`src/rtl/perf_counter_bank.sv`:
```
// perf_counter_bank: a bank of event counters with START/STOP/CLEAR/SNAPSHOT
// control, atomic snapshot registers and a one-cycle-latency snapshot read port.
module perf_counter_bank #(
   parameter  int unsigned NUM_CH = 8,
   parameter  int unsigned CNT_W  = 48,
   parameter  int unsigned INC_W  = 2,
   localparam int unsigned SEL_W  = $clog2(NUM_CH)
) (
   input  logic                      clk,
   input  logic                      reset,
   input  logic [NUM_CH*INC_W-1:0]   event_inc,
   input  logic [NUM_CH-1:0]         ch_enable,
   input  logic                      cmd_valid,
   input  logic [1:0]                cmd_op,
   output logic                      cmd_ready,
   input  logic [SEL_W-1:0]          rd_sel,
   output logic [CNT_W-1:0]          rd_data,
   output logic [NUM_CH-1:0]         ovf,
   output logic                      running,
   output logic                      snap_valid
);

   localparam int unsigned SUM_W = CNT_W + 1;

   localparam logic [1:0] OP_START = 2'b00;
   localparam logic [1:0] OP_STOP  = 2'b01;
   localparam logic [1:0] OP_CLEAR = 2'b10;
   localparam logic [1:0] OP_SNAP  = 2'b11;

   typedef enum logic [1:0] {
      ST_STOPPED  = 2'b00,
      ST_RUNNING  = 2'b01,
      ST_CLEARING = 2'b10
   } state_t;

   state_t           state;
   logic             ret_run;
   logic             cmd_acc;
   logic             clr_acc;
   logic             snap_acc;
   logic             count_en;
   logic [CNT_W-1:0] cnt  [NUM_CH];
   logic [CNT_W-1:0] snap [NUM_CH];
   logic [SUM_W-1:0] sum  [NUM_CH];

   // Command handshake decode; cmd_ready is already low in CLEARING
   always_comb begin
      cmd_acc  = cmd_valid & cmd_ready;
      clr_acc  = cmd_acc & (cmd_op == OP_CLEAR);
      snap_acc = cmd_acc & (cmd_op == OP_SNAP);
      count_en = (state == ST_RUNNING) & ~clr_acc;
   end

   // Per-channel next count with carry bit for wrap detection
   always_comb begin
      for (int i = 0; i < NUM_CH; i++) begin
         sum[i] = {1'b0, cnt[i]} + SUM_W'(event_inc[i*INC_W +: INC_W]);
      end
   end

   // Control FSM with registered cmd_ready and running; CLEARING remembers where to return
   always_ff @(posedge clk or posedge reset) begin
      if (reset) begin
         state     <= ST_STOPPED;
         ret_run   <= 1'b0;
         cmd_ready <= 1'b1;
         running   <= 1'b0;
      end else begin
         case (state)
            ST_STOPPED, ST_RUNNING: begin
               if (cmd_acc) begin
                  case (cmd_op)
                     OP_START: begin
                        state   <= ST_RUNNING;
                        running <= 1'b1;
                     end
                     OP_STOP: begin
                        state   <= ST_STOPPED;
                        running <= 1'b0;
                     end
                     OP_CLEAR: begin
                        state     <= ST_CLEARING;
                        ret_run   <= (state == ST_RUNNING);
                        cmd_ready <= 1'b0;
                     end
                     default: ;
                  endcase
               end
            end
            ST_CLEARING: begin
               state     <= ret_run ? ST_RUNNING : ST_STOPPED;
               cmd_ready <= 1'b1;
               running   <= ret_run;
            end
            default: begin
               state     <= ST_STOPPED;
               cmd_ready <= 1'b1;
               running   <= 1'b0;
            end
         endcase
      end
   end

   // Event counters with sticky wrap flags; zeroed on the edge that accepts CLEAR
   always_ff @(posedge clk or posedge reset) begin
      if (reset) begin
         for (int i = 0; i < NUM_CH; i++) cnt[i] <= '0;
         ovf <= '0;
      end else if (clr_acc) begin
         for (int i = 0; i < NUM_CH; i++) cnt[i] <= '0;
         ovf <= '0;
      end else if (count_en) begin
         for (int i = 0; i < NUM_CH; i++) begin
            if (ch_enable[i]) begin
               cnt[i] <= sum[i][CNT_W-1:0];
               if (sum[i][CNT_W]) ovf[i] <= 1'b1;
            end
         end
      end
   end

   // Snapshot registers capture pre-increment counts atomically
   always_ff @(posedge clk or posedge reset) begin
      if (reset) begin
         for (int i = 0; i < NUM_CH; i++) snap[i] <= '0;
         snap_valid <= 1'b0;
      end else if (clr_acc) begin
         for (int i = 0; i < NUM_CH; i++) snap[i] <= '0;
         snap_valid <= 1'b0;
      end else if (snap_acc) begin
         for (int i = 0; i < NUM_CH; i++) snap[i] <= cnt[i];
         snap_valid <= 1'b1;
      end
   end

   // Registered snapshot read; out-of-range selects read as zero
   always_ff @(posedge clk or posedge reset) begin
      if (reset) begin
         rd_data <= '0;
      end else if (32'(rd_sel) < NUM_CH) begin
         rd_data <= snap[rd_sel];
      end else begin
         rd_data <= '0;
      end
   end

endmodule

```
`config.mk`:
```
export PLATFORM = sky130hd
export DESIGN_NAME = perf_counter_bank
export DESIGN_NICKNAME = d
export VERILOG_FILES = /design/src/rtl/perf_counter_bank.sv
export SDC_FILE = /design/constraint.sdc
export NUM_CORES = 2
export LEC_CHECK = 0
export ABC_AREA = 1
export BUFFER_PORTS_ARGS = -buffer_cell sky130_fd_sc_hd__buf_2
export CORE_ASPECT_RATIO = 1.4
export CORE_MARGIN = 2
export CORE_UTILIZATION = 30
export CTS_CLUSTER_SIZE = 28
export DETAILED_ROUTE_END_ITERATION = 12
export SETUP_SLACK_MARGIN = 0.02
export SLEW_MARGIN = 40
export SYNTH_ARGS = -nofsm -noshare
export SYNTH_HDL_FRONTEND = slang
export SYNTH_SLANG_ARGS = --single-unit
export TNS_END_PERCENT = 30
```
`constraint.sdc`:
```
create_clock -name clk -period 48.7 [get_ports clk]
set_input_delay 2.435 -clock clk [delete_from_list [all_inputs] [get_ports clk]]
set_output_delay 2.435 -clock clk [all_outputs]
set_load 0.02 [all_outputs]
```
==> impl_metrics.env <==
export IMPL_run_status="finished, final reports clean"
export IMPL_wire_length_of_the_first_global_routing_pass_mm=232.0
export IMPL_die_height_um=453.1
export IMPL_achievable_frequency_ghz=0.1800
export IMPL_fp_row_count=164
export IMPL_vias=39820
export IMPL_endpoint_kind="flip-flop"
export IMPL_cellLeakagePower_nw=21.32
export IMPL_dp_worst_setup_slack_ns=42.48
export IMPL_finalHoldViolations=0
export IMPL_vdd_drop_max_mv=0.02936
export IMPL_mappedNetlistArea_mm2=0.04323
export IMPL_clk_sink_count=830
export IMPL_synth_largest_area_cell="sky130_fd_sc_hd__dfrtp_1"
export IMPL_synth_seq_cells=830
export IMPL_setup_repair_after_global_routing_missed_its_margin="false"
export IMPL_cap_viol_max_count=0
export IMPL_max_slew_margin=0.3454
export IMPL_setup_violations_final=0
export IMPL_setup_worst_path_start_class="primary input"
export IMPL_switching_power_mw=0.7087
export IMPL_die_w_um=324.8
export IMPL_place_inst=7643
export IMPL_synth_seq_area_share=0.4805
export IMPL_place_port_buffers=90
export IMPL_layout_worst_path_cycle_share=0.1141
export IMPL_placeableCoreArea_mm2=0.1428
export IMPL_powerDensity_mw_per_mm2=43.55
export IMPL_layout_drive_gt1_share=0.05374
export IMPL_cts_clk_slew_worst_paths_ns=0.06
export IMPL_place_detailed_hpwl_mm=113.5
export IMPL_clock_tree_root_cell="sky130_fd_sc_hd__clkbuf_16"
export IMPL_post_synth_num_cell_types=36
export IMPL_power_sequential_fraction=0.439
export IMPL_cellInternalPower_mw=1.411
export IMPL_yosys_warnings=0
export IMPL_syn_area_per_cell_um2=7.376
export IMPL_number_of_routed_nets_with_antenna_violations=0
export IMPL_synthMostInstantiatedCell="sky130_fd_sc_hd__nand2_1"
export IMPL_global_route_overflow_total=0
export IMPL_die_area_mm2=0.1472
export IMPL_netlist_top_cells_count="sky130_fd_sc_hd__nand2_1, sky130_fd_sc_hd__nor2_1, sky130_fd_sc_hd__dfrtp_1"
export IMPL_route_detailed_vias_per_inst=5.099
export IMPL_grt_use_total=0.2041
export IMPL_synth_fp_nets=5921
export IMPL_synthArstFlopShare=1.000
export IMPL_ys_flop_type="sky130_fd_sc_hd__dfrtp_1"
export IMPL_gp_congestion=0.9495
export IMPL_synth_edf_count=0
export IMPL_syn_inst=5860
export IMPL_layoutNonFillerInstCount=7809
export IMPL_timing_final_crit_period_ns=5.555
export IMPL_fin_ws_ns=43.15
export IMPL_cts_setup_buffers=0
export IMPL_setup_total_negative_slack_ns=0
export IMPL_cts_tree="built"
export IMPL_skew_ns=0.03144
export IMPL_drt_total_wl_mm=153.9
export IMPL_grt_antenna_before_repair=6
export IMPL_slew_violations=0
export IMPL_ys_top_cells_by_area="sky130_fd_sc_hd__dfrtp_1, sky130_fd_sc_hd__nand2_1, sky130_fd_sc_hd__o21ai_0"
export IMPL_worstSetupPathType="in2reg"
export IMPL_cts_made_buffers=89
export IMPL_number_of_detailed_route_iterations_in_the_first_pass=6
export IMPL_area_growth_synth_to_final_pct=12.62
export IMPL_clock_insertion_delay_worst_skew_ns=0.69
export IMPL_io_pins=91
export IMPL_data_arrival_at_the_endpoint_of_the_critical_path_ns=6.09
export IMPL_post_cts_hold_buffer_count=0
export IMPL_wire_per_inst_um=19.71
export IMPL_vias_in_the_first_global_route=38260
export IMPL_detail_route_drc_violations=0
export IMPL_cts_resized_gates=0
export IMPL_cts_h_tree_lvls=3
export IMPL_yosys_area_top_type_share=0.4799
export IMPL_p_clk_frac=0.350
export IMPL_swShare=0.3343
export IMPL_initial_core_util=0.3027
export IMPL_cts_buffer_depth=3
export IMPL_p_comb_frac=0.211
export IMPL_critical_path_required_time_ns=49.23
export IMPL_tightest_slew_ns=0.9716
export IMPL_finalNetCount=5888
export IMPL_drt_initial_drc_count=3621
export IMPL_classification_of_the_worst_slack_hold_path="reg2reg"
export IMPL_crit_path_max_fanout=90
export IMPL_maximum_number_of_pins_on_one_net_before_global_route_repair=136
## final timing paths
kind / cells past startpoint / startpoint / end / slack, ns
hold / removal: 2 / snap[172] / snap[172] / 0.50
max in group asynchronous: 6 / reset / snap[245] / 44.32
min in group asynchronous: 2 / reset / cnt[135] / 1.91
setup reg to reg: 10 / cmd_ready / cnt[326] / 45.04
setup / recovery: 10 / cmd_op[0] / snap[208] / 43.15
hold reg to reg: 2 / snap[172] / snap[172] / 0.50
## metal layers
| layer | part of all wire | GRT usage | vias to the layer above |
|---|---|---|---|
| met1 | 0.40 | 0.2505 | 19170 |
| li1 | - | - | 19120 |
| met5 | 0 | 0 | - |
| met4 | 0.060 | 0.1181 | 0 |
| met2 | 0.48 | 0.3455 | 1266 |
| met3 | 0.056 | 0.02546 | 273 |
## metrics by stage
stage                     power, mW  instance area, um^2  hold slack, ns    util
final                         2.120                48680          0.4989  0.3409
after global routing          2.224                48680          0.5251  0.3408
after CTS                     2.128                48620          0.5058  0.3404
after detailed placement      1.384                45460          0.4897  0.3183
after global placement        1.368                45370          0.4620  0.3177
after floorplan               1.211                43230          0.4685       -
## power groups by stage
stage,clock [mW],combinational [mW],sequential (mW)
after detailed placement,0,0.442,0.942
final,0.741,0.447,0.932
after global routing,0.780,0.497,0.948
after CTS,0.754,0.444,0.930
after global placement,0,0.430,0.938
after floorplan,0,0.284,0.926
## logic make-up after synthesis
logic type               synth area share
buffers and inverters             0.09031
AND/OR/NAND/NOR                    0.2501
adder cells (fa/ha/maj)          0.009784
flip-flops                         0.4805
AO/OA/AOI/OAI                      0.1692
## registers in the layout (all words and copies together), names as in the netlist
signal	flops
cnt	384
state	2
snap_valid	1
cmd_ready	1
ovf	8
snap	384
running	1
ret_run	1
rd_data	48
## layout make-up
class / instances / area, um^2
Fill cell: 15180 / 94140
Sequential cell: 830 / 20770
Multi-Input combinational cell: 4013 / 18590
Inverter: 767 / 2904
Clock buffer: 123 / 2546
Tap cell: 1909 / 2389
Timing Repair Buffer: 126 / 857.1
Clock inverter: 40 / 616.8
Antenna cell: 1 / 2.502
## worst max-delay path, stage by stage
cell	delay [ns]
sky130_fd_sc_hd__buf_2	0.12
sky130_fd_sc_hd__inv_1	0.08
sky130_fd_sc_hd__ha_1	0.29
sky130_fd_sc_hd__nor2_4	0.70
sky130_fd_sc_hd__nor2_4	0.21
sky130_fd_sc_hd__buf_16	0.24
sky130_fd_sc_hd__nand2_4	0.44
sky130_fd_sc_hd__buf_6	0.60
sky130_fd_sc_hd__buf_6	0.61
sky130_fd_sc_hd__o21ai_0	0.19
## placed cells by master, fill, tap and decap left out, types with 5 or more instances in the layout
cell type	instances
sky130_fd_sc_hd__a211oi_1	11
sky130_fd_sc_hd__a21oi_1	394
sky130_fd_sc_hd__a31oi_1	65
sky130_fd_sc_hd__and2_1	13
sky130_fd_sc_hd__buf_2	88
sky130_fd_sc_hd__buf_4	21
sky130_fd_sc_hd__buf_6	11
sky130_fd_sc_hd__bufinv_16	14
sky130_fd_sc_hd__clkbuf_1	16
sky130_fd_sc_hd__clkbuf_16	90
sky130_fd_sc_hd__clkbuf_8	17
sky130_fd_sc_hd__clkinv_2	15
sky130_fd_sc_hd__dfrtp_1	829
sky130_fd_sc_hd__fa_1	8
sky130_fd_sc_hd__ha_1	21
sky130_fd_sc_hd__inv_1	758
sky130_fd_sc_hd__inv_6	5
sky130_fd_sc_hd__nand2_1	1091
sky130_fd_sc_hd__nand2_2	8
sky130_fd_sc_hd__nand3_1	333
sky130_fd_sc_hd__nand3b_1	12
sky130_fd_sc_hd__nand4_1	95
sky130_fd_sc_hd__nor2_1	860
sky130_fd_sc_hd__nor2_2	15
sky130_fd_sc_hd__nor3_1	150
sky130_fd_sc_hd__nor3b_1	7
sky130_fd_sc_hd__o21a_1	35
sky130_fd_sc_hd__o21ai_0	706
sky130_fd_sc_hd__o21ai_1	23
sky130_fd_sc_hd__o22ai_1	146
No activity file was read; power rests on OpenSTA's default activity.
